**config.mk**
```make
export PLATFORM = sky130hd
export DESIGN_NAME = mux4_rr_arbiter_flat
export DESIGN_NICKNAME = d
export VERILOG_FILES = /design/src/rtl/mux4_rr_arbiter_pkg.sv /design/src/rtl/mux4_rr_arbiter_if.sv /design/src/rtl/mux4_rr_arbiter_pick.sv /design/src/rtl/mux4_rr_arbiter.sv /design/src/flat_wrapper.sv
export SDC_FILE = /design/constraint.sdc
export NUM_CORES = 1
export LEC_CHECK = 0
export BUFFER_PORTS_ARGS = -buffer_cell sky130_fd_sc_hd__buf_2
export CAP_MARGIN = 10
export CORE_MARGIN = 2
export CORE_UTILIZATION = 44
export CTS_CLUSTER_DIAMETER = 100
export DETAILED_ROUTE_END_ITERATION = 10
export GPL_TIMING_DRIVEN = 0
export PLACE_DENSITY = 0.76
export SLEW_MARGIN = 25
export SYNTH_ARGS = -nofsm -noshare
export SYNTH_HDL_FRONTEND = slang
export SYNTH_SLANG_ARGS = --single-unit
```
**constraint.sdc**
```tcl
create_clock -name clk -period 1.9 [get_ports clk]
set_clock_uncertainty 0.1 [all_clocks]
set_input_delay 0 -clock clk [delete_from_list [all_inputs] [get_ports clk]]
set_output_delay 0 -clock clk [all_outputs]
set_load 0.03 [all_outputs]
```
**src/rtl/mux4_rr_arbiter_pkg.sv**
```systemverilog
// Shared constants, state encoding and helpers for the four-way round-robin arbiter.
package mux4_rr_arbiter_pkg;

    localparam int NREQ = 4;
    localparam int SELW = 2;

    typedef enum logic {
        IDLE = 1'b0,
        BUSY = 1'b1
    } state_t;

    function automatic logic [NREQ-1:0] onehot(input logic [SELW-1:0] idx);
        logic [NREQ-1:0] one;
        one = {{(NREQ-1){1'b0}}, 1'b1};
        return one << idx;
    endfunction

endpackage

```
**src/rtl/mux4_rr_arbiter_if.sv**
```systemverilog
// Requester/downstream bundle of the arbiter: request words in, acked word out over valid/ready.
interface mux4_rr_arbiter_if #(
    parameter int WIDTH = 1
);
    import mux4_rr_arbiter_pkg::*;

    logic [NREQ-1:0]       req;
    logic [NREQ*WIDTH-1:0] din;
    logic [NREQ-1:0]       ack;
    logic [SELW-1:0]       sel;
    logic                  out_valid;
    logic [WIDTH-1:0]      out_data;
    logic                  out_ready;

    modport master (
        output req, din, out_ready,
        input  ack, sel, out_valid, out_data
    );

    modport slave (
        input  req, din, out_ready,
        output ack, sel, out_valid, out_data
    );

endinterface

```
**src/rtl/mux4_rr_arbiter_pick.sv**
```systemverilog
// Combinational rotating priority search: first set bit of eff starting at ptr, wrapping mod 4.
module rr_pick4
    import mux4_rr_arbiter_pkg::*;
(
    input  logic [NREQ-1:0] eff,
    input  logic [SELW-1:0] ptr,
    output logic            found,
    output logic [SELW-1:0] idx
);

    logic [SELW-1:0] cand;

    // Scan farthest-first so the candidate closest to ptr is the last to be written.
    always_comb begin
        found = 1'b0;
        idx   = ptr;
        cand  = ptr;
        for (int k = NREQ - 1; k >= 0; k--) begin
            cand = ptr + SELW'(k);
            if (eff[cand]) begin
                found = 1'b1;
                idx   = cand;
            end
        end
    end

endmodule

```
**src/rtl/mux4_rr_arbiter.sv**
```systemverilog
// Round-robin arbiter capturing one of four requester words into a valid/ready output register.
//   state | meaning
//   IDLE  | output register empty, out_valid=0
//   BUSY  | output register holds an undelivered word, out_valid=1
module mux4_rr_arbiter
    import mux4_rr_arbiter_pkg::*;
#(
    parameter int WIDTH = 1
)(
    input  logic               clk,
    input  logic               rst_n,
    mux4_rr_arbiter_if.slave   bus
);

    state_t          state, state_nxt;
    logic [SELW-1:0] ptr, ptr_nxt;
    logic [SELW-1:0] sel_q, sel_nxt;
    logic [NREQ-1:0] ack_q, ack_nxt;
    logic [WIDTH-1:0] data_q, data_nxt;
    logic [WIDTH-1:0] win_data;

    logic [NREQ-1:0] eff;
    logic            found;
    logic [SELW-1:0] win_idx;
    logic            cap;

    // A requester in its ack cycle still shows req; mask it so its word is not taken twice.
    assign eff = bus.req & ~ack_q;
    assign cap = found & ((state == IDLE) | bus.out_ready);

    rr_pick4 u_pick (
        .eff   (eff),
        .ptr   (ptr),
        .found (found),
        .idx   (win_idx)
    );

    always_comb begin
        win_data = '0;
        for (int i = 0; i < NREQ; i++) begin
            if (win_idx == SELW'(i)) begin
                win_data = bus.din[i*WIDTH +: WIDTH];
            end
        end
    end

    always_ff @(posedge clk or negedge rst_n) begin
        if (!rst_n) begin
            state <= IDLE;
        end else begin
            state <= state_nxt;
        end
    end

    always_comb begin
        state_nxt = state;
        case (state)
            IDLE: if (cap) state_nxt = BUSY;
            BUSY: if (bus.out_ready && !cap) state_nxt = IDLE;
            default: state_nxt = IDLE;
        endcase
    end

    always_comb begin
        ack_nxt  = '0;
        sel_nxt  = sel_q;
        ptr_nxt  = ptr;
        data_nxt = data_q;
        if (cap) begin
            ack_nxt  = onehot(win_idx);
            sel_nxt  = win_idx;
            ptr_nxt  = win_idx + SELW'(1);
            data_nxt = win_data;
        end
    end

    always_ff @(posedge clk or negedge rst_n) begin
        if (!rst_n) begin
            ack_q  <= '0;
            sel_q  <= '0;
            ptr    <= '0;
            data_q <= '0;
        end else begin
            ack_q  <= ack_nxt;
            sel_q  <= sel_nxt;
            ptr    <= ptr_nxt;
            data_q <= data_nxt;
        end
    end

    assign bus.ack       = ack_q;
    assign bus.sel       = sel_q;
    assign bus.out_data  = data_q;
    assign bus.out_valid = (state == BUSY);

endmodule

```
**src/flat_wrapper.sv**
```systemverilog
// flat-port wrapper written by rule: the top's interface ports become plain ports
module mux4_rr_arbiter_flat import mux4_rr_arbiter_pkg::*;
#(
    parameter int WIDTH = 1
)
  (clk, rst_n, bus_req, bus_din, bus_out_ready, bus_ack, bus_sel, bus_out_valid, bus_out_data);
  mux4_rr_arbiter_if #(.WIDTH(WIDTH)) bus_i ();
  input  logic clk;
  input  logic rst_n;
  input wire logic [$bits(bus_i.req)-1:0] bus_req;
  input wire logic [$bits(bus_i.din)-1:0] bus_din;
  input wire logic [$bits(bus_i.out_ready)-1:0] bus_out_ready;
  output wire logic [$bits(bus_i.ack)-1:0] bus_ack;
  output wire logic [$bits(bus_i.sel)-1:0] bus_sel;
  output wire logic [$bits(bus_i.out_valid)-1:0] bus_out_valid;
  output wire logic [$bits(bus_i.out_data)-1:0] bus_out_data;
  assign bus_i.req = bus_req;
  assign bus_i.din = bus_din;
  assign bus_i.out_ready = bus_out_ready;
  assign bus_ack = bus_i.ack;
  assign bus_sel = bus_i.sel;
  assign bus_out_valid = bus_i.out_valid;
  assign bus_out_data = bus_i.out_data;
  mux4_rr_arbiter #(.WIDTH(WIDTH)) u_core (.clk(clk), .rst_n(rst_n), .bus(bus_i));
endmodule
```
# Word-level counts from Yosys, hierarchy flattened
# Cells that the tools add are included.
# word_totals
out_inout_bits,8
reg_bits,10
inputBits,11
# classes
n_bitwise,5
n_eq_ne,3
n_addsub,4
muxes,24
shift,1
magnitude_cmp,4
reduce_logical,3
# ops
op,n
$mux 1,14
$lt 2x3->1 const B,4
$bmux 1 s2,4
$mux 2,4
$add 2x1->2 const B,2
$add 2x2->2 const B,2
$and 4x4->4,1
$eq 2x2->1 const B,2
$mux 4,1
$not 4->4,1
$shl 1x2->4 const A,1
$eq 2x1->1 const B,1
$logic_not 2->1,1
$pmux 1 s2,1
$and 1x1->1,1
$logic_and 1x1->1,1
$logic_not 1->1,1
$not 1->1,1
$or 1x1->1,1

# Logic depth before layout (Yosys ltp)
# Gate-level depths: netlist of run 1.
# depth
depth_word,13
mapped_depth,10

# By module
# Synthesis of run 1 repeated with hierarchy kept, for this count alone.
# unflattened
hier_cells,53
area_unflattened_um2,578.1
# modules_own_cells
module,seq_area_each_um2,instances,area_each_um2,cells_per_inst
mux4_rr_arbiter,250.2,1,478.0,37
rr_pick4,0.0,1,100.1,16

# Least setup slack after synthesis of run 1
# OpenSTA, ideal clock, no wires.
# synth_path
path_type,reg-to-reg
start,register u_core.ack_q[3] (netlist: u_core.bus.ack[3])
end,register u_core.data_q (netlist: u_core.bus.out_data)
arrival_ns,1.927
synth_period_minus_slack_ns,2.152
setup_slack_ns,-0.252
required_time_ns,1.676
path_stages_with_launch,11
setup_time_ns,0.124
path_cell_list,dfrtp_1 nand2b_1 buf_2 a22oi_1 o22ai_1 or2_1 ha_1 a21oi_1 o21ai_0 a22oi_1 a21oi_1
# synth_via
elab_chain_len,13
elab_cells_between_ends,27
cone_classes,eq/ne (3); mux (20); bitwise (3); reduce/logical (1)
# synth_rtl
item,line_no,rtl
from (decl),mux4_rr_arbiter.sv:18,"logic [NREQ-1:0] ack_q, ack_nxt;"
from (signal assigned),mux4_rr_arbiter.sv:84,ack_q <= ack_nxt;
$not 4->4 (*),mux4_rr_arbiter.sv:28,assign eff = bus.req & ~ack_q;
$and 4x4->4 (*),mux4_rr_arbiter.sv:28,
$bmux 1 s2,mux4_rr_arbiter_pick.sv:20,if (eff[cand]) begin
$mux 1 (not written as such),mux4_rr_arbiter_pick.sv:20,
$mux 2 (4 in a row),mux4_rr_arbiter_pick.sv:20,
$logic_not 2->1,mux4_rr_arbiter.sv:41,if (win_idx == SELW'(i)) begin
$mux 1 (4 in a row),mux4_rr_arbiter.sv:41,
to (signal assigned),mux4_rr_arbiter.sv:87,data_q <= data_nxt;
to (decl),mux4_rr_arbiter.sv:19,"logic [WIDTH-1:0] data_q, data_nxt;"
# Every way passes the cells marked *; elsewhere a longest branch is shown, timed or not. The select of a mux whose other input is x is not followed.
# A chain may end at the register's enable or synchronous reset.

# Worst setup path in the final report of run 1
# layout_path
start,register u_core.ack_q[0] (netlist: u_core.bus.ack[0])
end,register u_core.data_q (netlist: u_core.bus.out_data)
# The elaborated chain is that of the path after synthesis.

==> results of run 1 <==
## cell usage after synthesis
cell	n	area [um^2]
a21oi_1	7	35.0
a22oi_1	2	15.0
a31oi_1	1	6.26
and2_1	4	25.0
and2b_1	1	7.51
buf_2	1	5.00
buf_6	2	22.5
dfrtp_1	10	250
ha_1	4	50.1
inv_1	6	22.5
mux2i_1	1	10.0
nand2_1	3	11.3
nand2b_1	4	25.0
nand3_1	2	10.0
nand4_1	1	6.26
nor2_1	3	11.3
nor2b_1	2	12.5
nor2b_4	1	13.8
nor3b_1	1	7.51
o2111ai_1	1	8.76
o21a_1	2	15.0
o21ai_0	2	10.0
o21ai_1	1	5.00
o22ai_1	2	12.5
o311ai_0	1	8.76
o31ai_1	1	7.51
o32ai_1	1	8.76
o41a_1	1	11.3
or2_1	1	6.26
## critical path: cells and delay by family (launching register included)
| kind | cells | cell delay, ns |
|---|---|---|
| fa+ha+maj | 1 | 0.20 |
| simple gates | 3 | 0.49 |
| compound gates | 5 | 0.54 |
| buf+inv | 1 | 0.13 |
| flops | 1 | 0.38 |
## cells by family after synthesis
group / synth area share
AOI/OAI and AO/OA: 0.225
adders and majority gates: 0.0781
buffers and inverters: 0.0781
DFF: 0.391
muxes: 0.0156
and+or+nand+nor: 0.213
## per-stage QoR
| step | utilization | hold WS, ns |
|---|---|---|
| floorplan | - | -0.396 |
| global placement | 0.584 | -0.231 |
| detailed placement | 0.584 | -0.229 |
| CTS | 0.684 | 0.0233 |
| global route | 0.695 | 0.0419 |
| finish | 0.695 | 0.0139 |
## repair_timing
item | in CTS | in global routing
hold endpoints to repair | 12 | 0
hold buffers | 4 | 0
setup buffers | 3 | 1
pin swaps | 6 | 3
gates resized for setup | 8 | 2
setup endpoints to repair | 1 | 1
## sequential cells by signal, indices dropped and copies added, names as in the netlist
| register | count |
|---|---|
| u_core.ptr | 2 |
| u_core.bus.ack | 4 |
| u_core.bus.sel | 2 |
| u_core.bus.out_data | 1 |
| u_core.bus.out_valid | 1 |
## metal layers
layer / track usage / share of wire
met5: 0 / 0
met4: 0.125 / 0.025
met3: 0.0259 / 0.049
met2: 0.313 / 0.50
met1: 0.212 / 0.42
## final timing paths
kind,startpoint,slack (ns),cells past startpoint,to
max,u_core.bus.ack[0],-0.07,10,u_core.bus.out_data
min,rst_n,0.01,2,u_core.bus.sel[1]
max reg2reg,u_core.bus.ack[0],-0.07,10,u_core.bus.out_data
min reg2reg,u_core.bus.sel[1],0.42,2,u_core.bus.sel[1]
max in group asynchronous,rst_n,1.48,2,u_core.bus.ack[3]
min in group clk,bus_din[1],0.09,5,u_core.bus.out_data
## layout make-up
| class | instances | area [um^2] |
|---|---|---|
| Multi-Input combinational cell | 50 | 414 |
| Fill cell | 107 | 407 |
| Timing Repair Buffer | 26 | 160 |
| Buffer | 2 | 22.5 |
| Sequential cell | 10 | 253 |
| Inverter | 6 | 22.5 |
| Clock buffer | 4 | 36.3 |
| Tap cell | 15 | 18.8 |
## power breakdown
group	internal (uW)	total, uW	switching, uW
clock	116	190	73.7
sequential	302	370	67.8
combinational	370	874	504
total	788	1430	646
## placed cells by master (no fill, tap or decap), types with 2 or more instances in the layout
cell,n
buf_2,18
dfrtp_1,8
inv_1,6
a21oi_1,5
and2_1,4
dlygate4sd3_1,4
buf_4,4
nor2_1,3
nand2_1,3
ha_1,3
clkbuf_4,3
nand2b_4,2
buf_6,2
a21oi_2,2
nor2b_2,2
nand2b_1,2
o21a_1,2
o21ai_1,2
dfrtp_2,2
==> out/results.txt, run 1 <==
Status -> finished with violations
Failing checks -> setup timing
Peak VDD IR -> 880 uV
Post-layout min period -> 1.97 ns
Vias in the first global route -> 589
Seq/Total Area, Yosys -> 0.391
Routability cong. -> 0.775
Cell count after synthesis -> 69
Worst slew margin -> 0.766
# DRC -> 0
Post-Syn Area per Cell -> 9.28 um^2
CTS H-tree lvls -> 1
Post-route insts no fill -> 113
Clk Latency, worst-skew pair -> 0.27 ns
#FFs+latches synth -> 10
Pwr dens -> 1550 mW/mm^2
Clock net sink count -> 10
Gr ovfl total -> 0
Synth-to-Final Area Change -> 44.7%
Syn nets -> 84
Clk slew on worst S/H paths -> 0.06 ns
Slew Viols, Final -> 0
Core Box Area -> 0.00133 mm^2
Critical path endpoint category -> register
CTS tree -> done
Antenna diodes -> 0
CTS max path bufs -> 2
Synth warnings -> 0
Top Ports -> 19
Unrepaired setup endpoints after global routing -> true
Drt wl/cell -> 13.2 um
Arr. time, crit path -> 2.03 ns
DIE HEIGHT -> 42.2 um
First-pass GRT wire length -> 2.43 mm
Slew @ Worst Pin -> 0.347 ns
Routed via count -> 637
Design area -> 927 um^2
Port Buffers -> 18
Worst path cell trace -> nor2b_4, buf_6, nor2_1, o32ai_2, or2_1, ha_2, a21oi_2, o21ai_1, a22oi_1, a21oi_1
Die area -> 0.00178 mm^2
Maximum number of pins on one net before global-route repair -> 11
Area after DPL -> 779 um^2
Hold violation count in the final report -> 0
Crit-path max FO -> 8
Kind of critical path -> register to register
Final period util -> 1.04
Initial Util -> 0.480
Pre-CTS setup slack -> -0.132 ns
Pre-antenna DRT Iters -> 4
Num rows -> 13
Final setup fails -> 1
Total power -> 1430 uW
Max Fclk -> 0.506 GHz
Die width -> 42.2 um
GR Util All Layers -> 0.184
Library cells used by synthesis -> 29
Drt via density -> 5.64
Worst path slowest cell -> dfrtp_1
Initial antenna violation count -> 0
Hold Path Class -> primary input to asynchronous set/reset pin
Setup ws final -> -0.0747 ns
Layout cell share with drive strength beyond 1 -> 0.449
Leak pwr -> 0.000439 uW
Clk root buf -> clkbuf_4
Max incr delay on CP -> 0.38 ns
Final WL -> 1.50 mm
DRT iter0 DRCs -> 16
Dpl cells -> 102
Critical Path Start Type -> register
Max Cap Viol -> 0
Antenna Nets Post-Route -> 0
DP Wirelength -> 1.07 mm
Final nets -> 114
Setup TNS -> -0.0747 ns
Total CTS buffers -> 3
CP required -> 1.95 ns
Cell Area, Synth -> 641 um^2
No activity file was read; power rests on OpenSTA's default activity.
==> inputs of run 2 (changes only) <==
--- a/config.mk
+++ b/config.mk
@@ -12,7 +12,7 @@
 export CTS_CLUSTER_DIAMETER = 100
 export DETAILED_ROUTE_END_ITERATION = 10
 export GPL_TIMING_DRIVEN = 0
-export PLACE_DENSITY = 0.76
+export PLACE_DENSITY = 0.75
 export SLEW_MARGIN = 25
 export SYNTH_ARGS = -nofsm -noshare
 export SYNTH_HDL_FRONTEND = slang
==> run 2 against run 1 <==
  * The flow still finishes with violations (setup timing)
  * Power rose by 10%
  * Final cell count rose by 1.8%
  * Critical path depth shrank 1
  * First-iteration DRC count shrank 63%
  * Core utilization grew 4.5 points
  * Global-route usage up 1.7 points
  * Combinational power grew 16%
  * Non-clock buffer count is 2 higher
  * Final area grew 6.5%
  * Sequential share of layout area decreased by 1.4 points
  * Largest power group unchanged
==> out/results.txt, run 2 (same netlist as run 1, synthesis figures left out) <==
Status -> finished with violations (unchanged)
Failing checks -> setup timing (unchanged)
CTS tree -> done (unchanged)
Die width -> 42.2 um (unchanged)
Final period util -> 1.02 (was 1.04)
FILL cells -> 110 (was 107)
Total power -> 1580 uW (was 1430 uW)
Layout cell share with drive strength beyond 1 -> 0.530 (was 0.449)
Dpl cells -> 102 (unchanged)
Max incr delay on CP -> 0.41 ns (was 0.38 ns)
Worst setup path startpoint -> u_core.bus.ack[3] (was u_core.bus.ack[0])
Peak VDD IR -> 891 uV (was 880 uV)
Vias in the first global route -> 593 (was 589)
Num rows -> 13 (unchanged)
Leak pwr -> 0.000458 uW (was 0.000439 uW)
Design area -> 987 um^2 (was 927 um^2)
Antenna Nets Post-Route -> 0 (unchanged)
Routed via count -> 637 (unchanged)
Maximum number of pins on one net before global-route repair -> 11 (unchanged)
Total CTS buffers -> 3 (unchanged)
Initial Util -> 0.480 (unchanged)
Clk Latency, worst-skew pair -> 0.26 ns (was 0.27 ns)
First-pass GRT wire length -> 2.71 mm (was 2.43 mm)
CTS H-tree lvls -> 1 (unchanged)
Setup ws final -> -0.0436 ns (was -0.0747 ns)
Post-layout min period -> 1.94 ns (was 1.97 ns)
R2r worst-path depth -> 9 (was 10)
Most common cell after layout, fill and taps aside -> buf_2 (unchanged)
Kind of critical path -> register to register (unchanged)
Max reg flops -> 4 (unchanged)
Slew @ Worst Pin -> 0.358 ns (was 0.347 ns)
Arr. time, crit path -> 1.98 ns (was 2.03 ns)
Gr ovfl total -> 0 (unchanged)
Worst slew margin -> 0.758 (was 0.766)
Area after DPL -> 779 um^2 (unchanged)
Clock net sink count -> 10 (unchanged)
Slew Viols, Final -> 0 (unchanged)
Hold Path Class -> primary input to asynchronous set/reset pin (unchanged)
Core Box Area -> 0.00133 mm^2 (unchanged)
CP required -> 1.94 ns (was 1.95 ns)
GR Util All Layers -> 0.201 (was 0.184)
Post-route insts no fill -> 115 (was 113)
Max Cap Viol -> 0 (unchanged)
Drt via density -> 5.54 (was 5.64)
Final WL -> 1.65 mm (was 1.50 mm)
# DRC -> 0 (unchanged)
Crit-path max FO -> 4 (was 8)
Unrepaired setup endpoints after global routing -> true (unchanged)
CTS max path bufs -> 2 (unchanged)
R2R Path Start -> u_core.bus.ack[3] (was u_core.bus.ack[0])
R2R setup slack -> -0.04 ns (was -0.07 ns)
Antenna diodes -> 0 (unchanged)
Hold violation count in the final report -> 0 (unchanged)
Worst path cell trace -> nand2b_4, a22oi_2, o22ai_2, or2_4, ha_1, nand2_1, o21ai_1, a22oi_1, a21oi_1 (was nor2b_4, buf_6, nor2_1, o32ai_2, or2_1, ha_2, a21oi_2, o21ai_1, a22oi_1, a21oi_1)
Drt wl/cell -> 14.3 um (was 13.2 um)
Final setup fails -> 1 (unchanged)
Top Ports -> 19 (unchanged)
Routability cong. -> 0.768 (was 0.775)
DP Wirelength -> 1.04 mm (was 1.07 mm)
Initial antenna violation count -> 0 (unchanged)
Setup TNS -> -0.0436 ns (was -0.0747 ns)
Final nets -> 116 (was 114)
Critical path endpoint category -> register (unchanged)
Clk slew on worst S/H paths -> 0.07 ns (was 0.06 ns)
R2R Path End -> u_core.bus.out_data (unchanged)
Worst path slowest cell -> dfrtp_2 (was dfrtp_1)
DRT iter0 DRCs -> 6 (was 16)
Clk root buf -> clkbuf_4 (unchanged)
Max Fclk -> 0.515 GHz (was 0.506 GHz)
Most frequent cells in the layout -> buf_2 (18), dfrtp_1 (6), inv_1 (5), a21oi_1 (5), buf_4 (5) (was buf_2 (18), dfrtp_1 (8), inv_1 (6))
Die area -> 0.00178 mm^2 (unchanged)
Critical Path Start Type -> register (unchanged)
DIE HEIGHT -> 42.2 um (unchanged)
Synth-to-Final Area Change -> 54.1% (was 44.7%)
Port Buffers -> 18 (unchanged)
Pwr dens -> 1600 mW/mm^2 (was 1550 mW/mm^2)
Pre-antenna DRT Iters -> 4 (unchanged)
[run 2: timing repair]
| item | CTS | global route |
|---|---|---|
| setup endpoints to repair | 1 | 1 |
| resized for setup | 5 | 15 |
| pin swaps | 6 | 8 |
| endpoints found under the hold margin | 12 | 0 |
| setup buffers | 5 | 2 |
| gates cloned | 0 | 0 |
| hold buffers | 3 | 0 |
[run 2: stage by stage]
stage           util  hold slack [ns]  setup WS [ns]
4_1_cts        0.683           0.0283        -0.0402
3_3_place_gp   0.584           -0.228         -0.100
3_5_place_dp   0.584           -0.225         -0.136
5_1_grt        0.740           0.0344         -0.198
2_1_floorplan      -           -0.396         -0.107
6_report       0.740           0.0186        -0.0436
[run 2: final cells by class]
class / instances / area (um^2) / area share
buffer: 2 / 22.5 / 0.0228
clock buffer: 4 / 36.3 / 0.0368
inverter: 6 / 22.5 / 0.0228
multi-input combinational: 50 / 443 / 0.449
sequential: 10 / 255 / 0.259
tap: 15 / 18.8 / 0.0190
timing repair buffer: 28 / 189 / 0.191
[run 2: layer usage]
layer	part of all wire	up-vias	GRT usage
met5	0	-	0
met4	0.0048	0	0.0563
met3	0.045	2	0.0388
met2	0.55	21	0.341
met1	0.40	306	0.261
li1	-	308	-
[run 2: worst max path at each step]
stage	end	slack, ns	depth (start not counted)
after detailed placement	u_core.bus.out_data	-0.14	9
after CTS	u_core.bus.out_data	-0.04	9
after floorplan	u_core.bus.out_data	-0.11	10
after global placement	u_core.bus.out_data	-0.10	10
final	u_core.bus.out_data	-0.04	9
after global routing	u_core.bus.out_data	-0.20	10
[run 2: power by group]
part / switching (uW) / internal, uW
clock: 72.6 / 116
combinational: 549 / 459
sequential: 77.1 / 306
total: 699 / 881
[run 2: worst max-delay path, delay by kind of cell, from the launching register on]
family | cells | cell delay (ns)
adders and majority gates | 1 | 0.22
DFF | 1 | 0.41
AOI/OAI and AO/OA | 5 | 0.59
and+or+nand+nor | 3 | 0.51
